`config.mk`:
```
export PLATFORM = sky130hd
export DESIGN_NAME = saw_receiver
export DESIGN_NICKNAME = d
export VERILOG_FILES = /design/src/rtl/saw_receiver.sv
export SDC_FILE = /design/constraint.sdc
export NUM_CORES = 1
export LEC_CHECK = 0
export ABC_AREA = 1
export CAP_MARGIN = 20
export CORE_UTILIZATION = 45
export CTS_CLUSTER_SIZE = 8
export DETAILED_ROUTE_END_ITERATION = 12
export MAX_ROUTING_LAYER = met4
export PLACE_DENSITY = 0.68
export SETUP_SLACK_MARGIN = 0.05
export SLEW_MARGIN = 10
export SYNTH_ARGS = -nofsm -noshare
export SYNTH_HDL_FRONTEND = slang
export SYNTH_SLANG_ARGS = --single-unit
```
`constraint.sdc`:
```
create_clock -name clk -period 4.6 [get_ports clk]
set_input_delay 0.92 -clock clk [delete_from_list [all_inputs] [get_ports clk]]
set_output_delay 0.92 -clock clk [all_outputs]
set_load 0.1 [all_outputs]
```
`src/rtl/saw_receiver.sv`:
```
// Stop-and-wait ARQ receiver: bit-serial CRC check, duplicate filter, valid/ready delivery, one-cycle ACK/NAK strobe.
// Latency: CMP in cycle PAYLOAD_BW+1 after acceptance; frame_ready is low outside IDLE; data held until data_ready.
module saw_receiver #(
    parameter int                PAYLOAD_BW = 10,
    parameter int                CRC_BW     = 8,
    parameter logic [CRC_BW-1:0] POLY       = 8'h07,
    parameter int                ACK_BW     = 3,
    parameter int                CNT_BW     = 5
) (
    input  logic                         clk,
    input  logic                         rst,
    input  logic [PAYLOAD_BW+CRC_BW-1:0] frame_in,
    input  logic                         frame_valid,
    output logic                         frame_ready,
    output logic [PAYLOAD_BW-2:0]        data_out,
    output logic                         data_valid,
    input  logic                         data_ready,
    output logic [ACK_BW-1:0]            ack_out,
    output logic [CNT_BW-1:0]            err_cnt
);

    typedef enum logic [1:0] {S_IDLE, S_CRC, S_CMP, S_DELIVER} state_t;

    state_t                  state_q;
    logic [PAYLOAD_BW-1:0]   payload_q;
    logic [PAYLOAD_BW-1:0]   shift_q;
    logic [CRC_BW-1:0]       crc_rx_q;
    logic [CRC_BW-1:0]       crc_acc_q;
    logic [CRC_BW-1:0]       crc_acc_d;
    logic [CNT_BW-1:0]       bit_cnt_q;
    logic [CNT_BW-1:0]       err_cnt_q;
    logic                    exp_seq_q;
    logic                    data_valid_q;
    logic [PAYLOAD_BW-2:0]   data_out_q;
    logic [ACK_BW-1:0]       ack_q;
    logic                    fb;

    // shift_q feeds payload bits MSB first, so the sequence bit enters the CRC first
    always_comb begin
        fb        = crc_acc_q[CRC_BW-1] ^ shift_q[PAYLOAD_BW-1];
        crc_acc_d = {crc_acc_q[CRC_BW-2:0], 1'b0} ^ (fb ? POLY : '0);
    end

    always_ff @(posedge clk or posedge rst) begin
        if (rst) begin
            state_q      <= S_IDLE;
            payload_q    <= '0;
            shift_q      <= '0;
            crc_rx_q     <= '0;
            crc_acc_q    <= '0;
            bit_cnt_q    <= '0;
            err_cnt_q    <= '0;
            exp_seq_q    <= 1'b0;
            data_valid_q <= 1'b0;
            data_out_q   <= '0;
            ack_q        <= '0;
        end else begin
            ack_q <= '0;
            case (state_q)
                S_IDLE: begin
                    if (frame_valid) begin
                        payload_q <= frame_in[CRC_BW +: PAYLOAD_BW];
                        shift_q   <= frame_in[CRC_BW +: PAYLOAD_BW];
                        crc_rx_q  <= frame_in[CRC_BW-1:0];
                        crc_acc_q <= '0;
                        bit_cnt_q <= '0;
                        state_q   <= S_CRC;
                    end
                end
                S_CRC: begin
                    crc_acc_q <= crc_acc_d;
                    shift_q   <= {shift_q[PAYLOAD_BW-2:0], 1'b0};
                    bit_cnt_q <= bit_cnt_q + 1'b1;
                    if (bit_cnt_q == CNT_BW'(PAYLOAD_BW-1)) begin
                        state_q <= S_CMP;
                    end
                end
                S_CMP: begin
                    if (crc_acc_q != crc_rx_q) begin
                        ack_q <= {1'b1, 1'b1, exp_seq_q};
                        if (err_cnt_q != '1) begin
                            err_cnt_q <= err_cnt_q + 1'b1;
                        end
                        state_q <= S_IDLE;
                    end else if (payload_q[PAYLOAD_BW-1] != exp_seq_q) begin
                        // Duplicate: re-acknowledge so the transmitter can move on
                        ack_q   <= {1'b1, 1'b0, payload_q[PAYLOAD_BW-1]};
                        state_q <= S_IDLE;
                    end else begin
                        data_out_q   <= payload_q[PAYLOAD_BW-2:0];
                        data_valid_q <= 1'b1;
                        state_q      <= S_DELIVER;
                    end
                end
                S_DELIVER: begin
                    if (data_ready) begin
                        data_valid_q <= 1'b0;
                        exp_seq_q    <= ~exp_seq_q;
                        ack_q        <= {1'b1, 1'b0, payload_q[PAYLOAD_BW-1]};
                        state_q      <= S_IDLE;
                    end
                end
                default: state_q <= S_IDLE;
            endcase
        end
    end

    assign frame_ready = (state_q == S_IDLE);
    assign data_out    = data_out_q;
    assign data_valid  = data_valid_q;
    assign ack_out     = ack_q;
    assign err_cnt     = err_cnt_q;

endmodule
```
# Word level (Yosys, flattened, before mapping)
# Cells that the tools add are included.
# classes
add_sub_neg	2
mul	0
n_div	0
magnitude_cmp	0
n_eq_ne	12
n_shift	0
mux	21
n_bitwise	5
reduce_logical	10
# op_table
op	count
10-bit case mux with 2 select lines	1
8-bit case mux with 2 select lines	1
3-bit 2-to-1 mux	4
5-bit by 1-bit adder with 5-bit output, second input constant	2
10-bit 2-to-1 mux	1
2-bit 2-to-1 mux	5
2-bit != test, second input constant	5
5-bit case mux with 2 select lines	1
3-bit AND reduction	3
8-bit 2-to-1 mux	1
8-bit != test	1
2-bit case mux with 4 select lines	1
8-bit by 3-bit bitwise XOR with 8-bit output	1
3-bit case mux with 2 select lines	1
2-bit AND reduction	3
5-bit by 4-bit equality test with 1-bit output, second input constant	1
5-bit 2-to-1 mux	1
5-bit != test, second input constant	1
2-bit equality test, second input constant	2
4-bit AND reduction	1
2-bit nonzero test	2
1-bit 2-to-1 mux	3
1-bit NOT	3
2-bit by 1-bit equality test with 1-bit output, second input constant	1
4 further kinds	4
# totals
ff_bits	62
latchBits	0
ram_bits	0
romBits	0
in_bits	22
out_inout_bits	19
n_memories	0

# Longest topological paths before layout
# Gate-level depths: netlist of the first run.
# logic_depth
word_depth	4
ltp_mapped	10

# Worst setup path after synthesis of the first run
# Ideal clock, no wire load.
# synth_timing
kind	reg2out
start	register state_q[0]
end	output frame_ready
t_arrival_ps	1187
path_slack_ps	2493
path_stages_with_launch	4
n_path_buf	0
path_cell_list	dfrtp_1 > inv_1 > nand2_1 > inv_1
# synth_between
elab_chain_len	1
# synth_rtl
element	line	text
start, declared	24	state_t state_q;
start signal, assigned	46	state_q <= S_IDLE;
start signal, assigned	67	state_q <= S_CRC;
start signal, assigned	75	state_q <= S_CMP;
2-bit logical NOT	108	assign frame_ready = (state_q == S_IDLE);
end, declared	14	output logic frame_ready,
# Every way passes these cells.

# Final worst setup path of the first run
# layout_timing
start	register state_q[1]
end	output frame_ready
# Same word-level chain as after synthesis.

==> qor.txt, run 1 <==
Outcome - complete, no violations
CP Data Arrival Time - 2.17 ns
Buf/Inv on CP - 3
Worst Path Max Fanout - 5
Slew Viols, Final - 0
Gp weighted congestion - 0.8688
Setup TNS - 0 ns
Max-capacitance violation count - 0
Design Area, Final - 3535 µm²
Vias in the first global route - 2074
Top delay family on crit path - buffers and inverters
Fmax - 0.3239 GHz
Avg Synthesized Cell Area - 8.376 µm²
Crit path cell chain - inv_2, nand2_1, inv_1, clkdlybuf4s50_1
Post-Syn Instances - 334
Critical Path Slowest Stage Cell - clkdlybuf4s50_1
Depth of the CTS H-tree - 3
DIE HEIGHT - 80.85 µm
Die W - 80.85 µm
TritonRoute pass-1 iters - 4
Bufs on Longest Clock Path - 2
Initial antenna violation count - 0
Clock transition at the registers of the reported paths - 0.07 ns
Drt initial violations - 126
Commonest non-fill, non-tap cells in the layout - 130 x nand2_1, 62 x dfrtp_1, 40 x clkdlybuf4s50_1
Total Routing Usage GR - 0.1968
IO Count - 41
Post-CTS setup buffers - 0
Post-Synthesis Net Count - 361
Latest clock arrival within the worst-skew pair - 0.33 ns
Root Driver - clkbuf_8
Min Hold Slack - 0.4699 ns
Post_cts resized - 0
Fin crit period - 3.088 ns
Sequential element share of the synthesized area - 0.5546
WP data required - 3.68 ns
DRT antenna net count - 0
Worst setup path category - flop to primary output
Max transition margin - 0.3574
Number of remaining DRC errors - 0
Layout area overhead - 26.34%
Number of synthesized register bits - 62
Aggregate global routing overflow - 0
Vias per cell - 4.893
Cell Area, Synth - 2798 µm²
Clk sink count - 62
Layout cells sized above 1 - 0.08115
Worst setup EP type - primary output
ANT cells - 0
Core outline area - 5956 µm²
Placed Instance Area - 3244 µm²
Die area - 6537 µm²
Final Net Count - 404
Final worst path period share - 0.6712
Initial Util - 0.4697
Hold Buf Count CTS - 0
Unrepaired setup endpoints after global routing - no
Worst Tran Pin Value - 0.9609 ns
R2R Setup Slk - 2.67 ns
Largest net degree at the start of global routing - 48
Synth cell types - 24
Num rows - 28
CTS tree - built
Synth warn - 0
Startpoint class of the critical path - flop
Min-delay worst type - flop to flop
PortBufs - 40
Dpl hpwl - 3818 µm
Final Skew - 0.004895 ns
Hold Violations, Final - 0
Largest stage delay, worst path - 1.12 ns
Via count - 2236
Wire per inst - 11.93 µm
TritonCTS Buffers - 9
Global-route wire length before repair - 9321 µm
Commonest non-fill, non-tap cell in the layout - nand2_1
Setup Viol. Count Final - 0
WL final - 5453 µm
[worst register-to-register path, delay by kind of cell (launching register included)]
| kind | cells | cell delay, ns |
|---|---|---|
| flip-flops | 1 | 0.42 |
| buffers and inverters | 2 | 0.33 |
| AO/OA/AOI/OAI | 1 | 0.11 |
| AND/OR/NAND/NOR | 3 | 0.94 |
[worst paths after layout]
kind,end,from,cells past startpoint
max in group asynchronous,crc_acc_q[6]$_DFFE_PP0P_,rst,3
setup / recovery,frame_ready,state_q[1]$_DFFE_PP0P_,4
min in group asynchronous,state_q[0]$_DFFE_PP0P_,rst,2
setup reg to reg,shift_q[9]$_DFFE_PP0P_,state_q[1]$_DFFE_PP0P_,6
hold reg to reg,data_out[8]$_DFFE_PP0P_,data_out[8]$_DFFE_PP0P_,2
hold / removal,data_out[8]$_DFFE_PP0P_,data_out[8]$_DFFE_PP0P_,2
[layer usage]
layer	up-vias	wire length [µm]	global-route usage
met5	-	0	-
met4	0	143	0.09821
met3	12	168	0.03708
met2	44	2589	0.3176
met1	1043	2551	0.2358
li1	1137	-	-
[logic make-up after synthesis]
kind of cell / share of synthesized area
and+or+nand+nor: 0.2737
DFF: 0.5546
buffers and inverters: 0.07603
AOI/OAI and AO/OA: 0.06395
adders and majority gates: 0.02236
xor gates and xnor gates: 0.009393
[sequential cells by signal, summed over array words and instances (netlist names)]
name,flops
ack_out,3
err_cnt,5
bit_cnt_q,5
shift_q,10
exp_seq_q,1
payload_q,10
crc_acc_q,8
state_q,2
data_valid,1
data_out,9
crc_rx_q,8
[cell usage after synthesis, drive strengths merged]
| library cell | instances | area share |
|---|---|---|
| a21oi | 3 | 0.0080 |
| nand3b | 1 | 0.0027 |
| clkbuf | 3 | 0.0040 |
| nor2 | 19 | 0.033 |
| and2 | 2 | 0.0045 |
| o31ai | 2 | 0.0054 |
| ha | 5 | 0.022 |
| dfrtp | 62 | 0.55 |
| nand4 | 9 | 0.020 |
| o211ai | 2 | 0.0054 |
| nand3 | 21 | 0.039 |
| nand2 | 130 | 0.17 |
| o21ai | 14 | 0.025 |
| o22ai | 9 | 0.020 |
| xor2 | 3 | 0.0094 |
| buf | 7 | 0.016 |
| inv | 42 | 0.056 |
[final cells by class]
class	count	area, µm²
repair buffers	42	427.9
well taps	75	93.84
flip-flops and latches	62	1551
inverters	42	157.7
fillers	548	2421
clock buffers	10	137.6
clock inverters	6	132.6
multi-input cells	220	1033
[through the flow]
step,cells,utilization,worst slack [ns]
2_1_floorplan,334,-,2.139
4_1_cts,456,0.5901,1.501
6_report,457,0.5935,1.512
5_1_grt,457,0.5935,1.406
3_5_place_dp,440,0.5447,1.794
3_3_place_gp,440,0.5447,1.852
Power of run 1 is left out: the tool's default activity adds up to more than one toggle a clock period on the data nets, which glitch-free logic cannot reach.
==> run 2, diff against run 1 <==
clock period = 3.04 ns   (was 4.6 ns; I/O delays follow)
==> qor.txt, run 2 (same netlist as run 1, synthesis figures left out) <==
Outcome - complete, no violations
DIE HEIGHT - 80.85 µm (unchanged)
Drt initial violations - 124 (-1.6%)
Latest clock arrival within the worst-skew pair - 0.33 ns (about the same)
WP data required - 2.43 ns (-1.25 ns)
Placed Instances - 443 (+0.68%)
Final worst path period share - 0.6382
IO Count - 41 (unchanged)
Worst setup path category - flop to primary output
Worst Tran Pin Value - 0.6297 ns (-0.3311 ns)
Initial Util - 0.4697 (unchanged)
Hold Violations, Final - 0 (unchanged)
TritonRoute pass-1 iters - 4 (unchanged)
Clock transition at the registers of the reported paths - 0.07 ns (about the same)
Core outline area - 5956 µm² (unchanged)
Slew Viols, Final - 0 (unchanged)
Die W - 80.85 µm (unchanged)
Unrepaired setup endpoints after global routing - no
Die area - 6537 µm² (unchanged)
ANT cells - 0 (unchanged)
Placed Instance Area - 3232 µm² (-0.39%)
Num rows - 28 (unchanged)
Post-route setup slack - 1.100 ns (-0.4126 ns)
Max-capacitance violation count - 0 (unchanged)
Vias per cell - 4.858 (-0.70%)
Fin crit period - 1.940 ns
Via count - 2230 (-0.27%)
Commonest non-fill, non-tap cell in the layout - nand2_1
DRT antenna net count - 0 (unchanged)
Layout cells sized above 1 - 0.1354 (+0.05426)
CP Data Arrival Time - 1.33 ns (-0.84 ns)
Vias in the first global route - 2072 (-0.096%)
Final Net Count - 406 (+0.50%)
TritonCTS Buffers - 9 (unchanged)
Setup TNS - 0 ns (unchanged)
Commonest non-fill, non-tap cells in the layout - 130 x nand2_1, 62 x dfrtp_1, 36 x inv_1
WL final - 5551 µm (+1.8%)
Finished Layout Cells - 459 (+0.44%)
Clk sink count - 62 (unchanged)
Initial antenna violation count - 0 (unchanged)
Depth of the CTS H-tree - 3 (unchanged)
Min-delay worst type - flop to flop
PortBufs - 40 (unchanged)
Total Routing Usage GR - 0.2035 (+0.006663)
Dpl hpwl - 3907 µm (+2.3%)
Global-route wire length before repair - 9577 µm (+2.7%)
Aggregate global routing overflow - 0 (unchanged)
Layout area overhead - 22.63%
Final Skew - 0.007438 ns (+0.002543 ns)
Setup Viol. Count Final - 0 (unchanged)
Worst setup EP type - primary output
Design Area, Final - 3431 µm² (-2.9%)
Worst Path Max Fanout - 5 (unchanged)
CTS tree - built
Post_cts resized - 0 (unchanged)
Startpoint class of the critical path - flop
Largest net degree at the start of global routing - 63 (+31%)
Bufs on Longest Clock Path - 2 (unchanged)
Post-CTS setup buffers - 0 (unchanged)
Root Driver - clkbuf_8
Number of remaining DRC errors - 0 (unchanged)
Hold Buf Count CTS - 0 (unchanged)
Fmax - 0.5154 GHz
Wire per inst - 12.09 µm (+1.4%)
DP Worst Slack - 0.9934 ns (-0.8009 ns)
Max transition margin - 0.5797 (+0.2223)
Gp weighted congestion - 0.8302 (-4.4%)
[run 2: changes by cell type in the layout (fill, tap and decap cells not counted)]
cell             before  now
clkdlybuf4s50_1      40   21
bufinv_16             4    1
buf_4                 1   22
clkinv_2              1    3
clkinv_4              0    1
[run 2: per-stage QoR]
step | hold WS [ns] | utilization
CTS | 0.4704 | 0.5761
global placement | 0.4562 | 0.5426
finish | 0.4676 | 0.5761
global route | 0.4910 | 0.5761
floorplan | 0.4416 | -
detailed placement | 0.4587 | 0.5426
[run 2: path summary, 6_finish.rpt]
path	from	to	slack (ns)	depth (start not counted)
worst min register to register	exp_seq_q$_DFFE_PP0P_	exp_seq_q$_DFFE_PP0P_	0.47	1
max in group asynchronous	rst	crc_acc_q[3]$_DFFE_PP0P_	2.12	3
worst max-delay path	state_q[0]$_DFFE_PP0P_	frame_ready	1.10	4
min in group asynchronous	rst	err_cnt[1]$_DFFE_PP0P_	0.64	3
worst min-delay path	exp_seq_q$_DFFE_PP0P_	exp_seq_q$_DFFE_PP0P_	0.47	1
worst max register to register	crc_acc_q[1]$_DFFE_PP0P_	data_out[6]$_DFFE_PP0P_	1.22	9
[run 2: layer usage]
metal	vias to the layer above	global-route usage	share of wire
met4	0	0.09107	0.020
met3	9	0.04270	0.043
met5	-	-	0
met1	1032	0.2590	0.47
li1	1139	-	-
met2	50	0.3118	0.47
[run 2: worst max-delay path, cell delays in order (launching register included)]
cell and delay [ns]:
dfrtp_1 0.39, inv_1 0.09, nand2_1 0.15, inv_1 0.09
buf_4 0.28
[run 2: cell type report]
class	count	area, µm²
Timing Repair Buffer	44	395.4
Inverter	42	157.7
Multi-Input combinational cell	220	1033
Tap cell	75	93.84
Clock buffer	10	137.6
Sequential cell	62	1551
Clock inverter	6	61.31
Fill cell	559	2525
Power of run 2 is left out for the same reason.
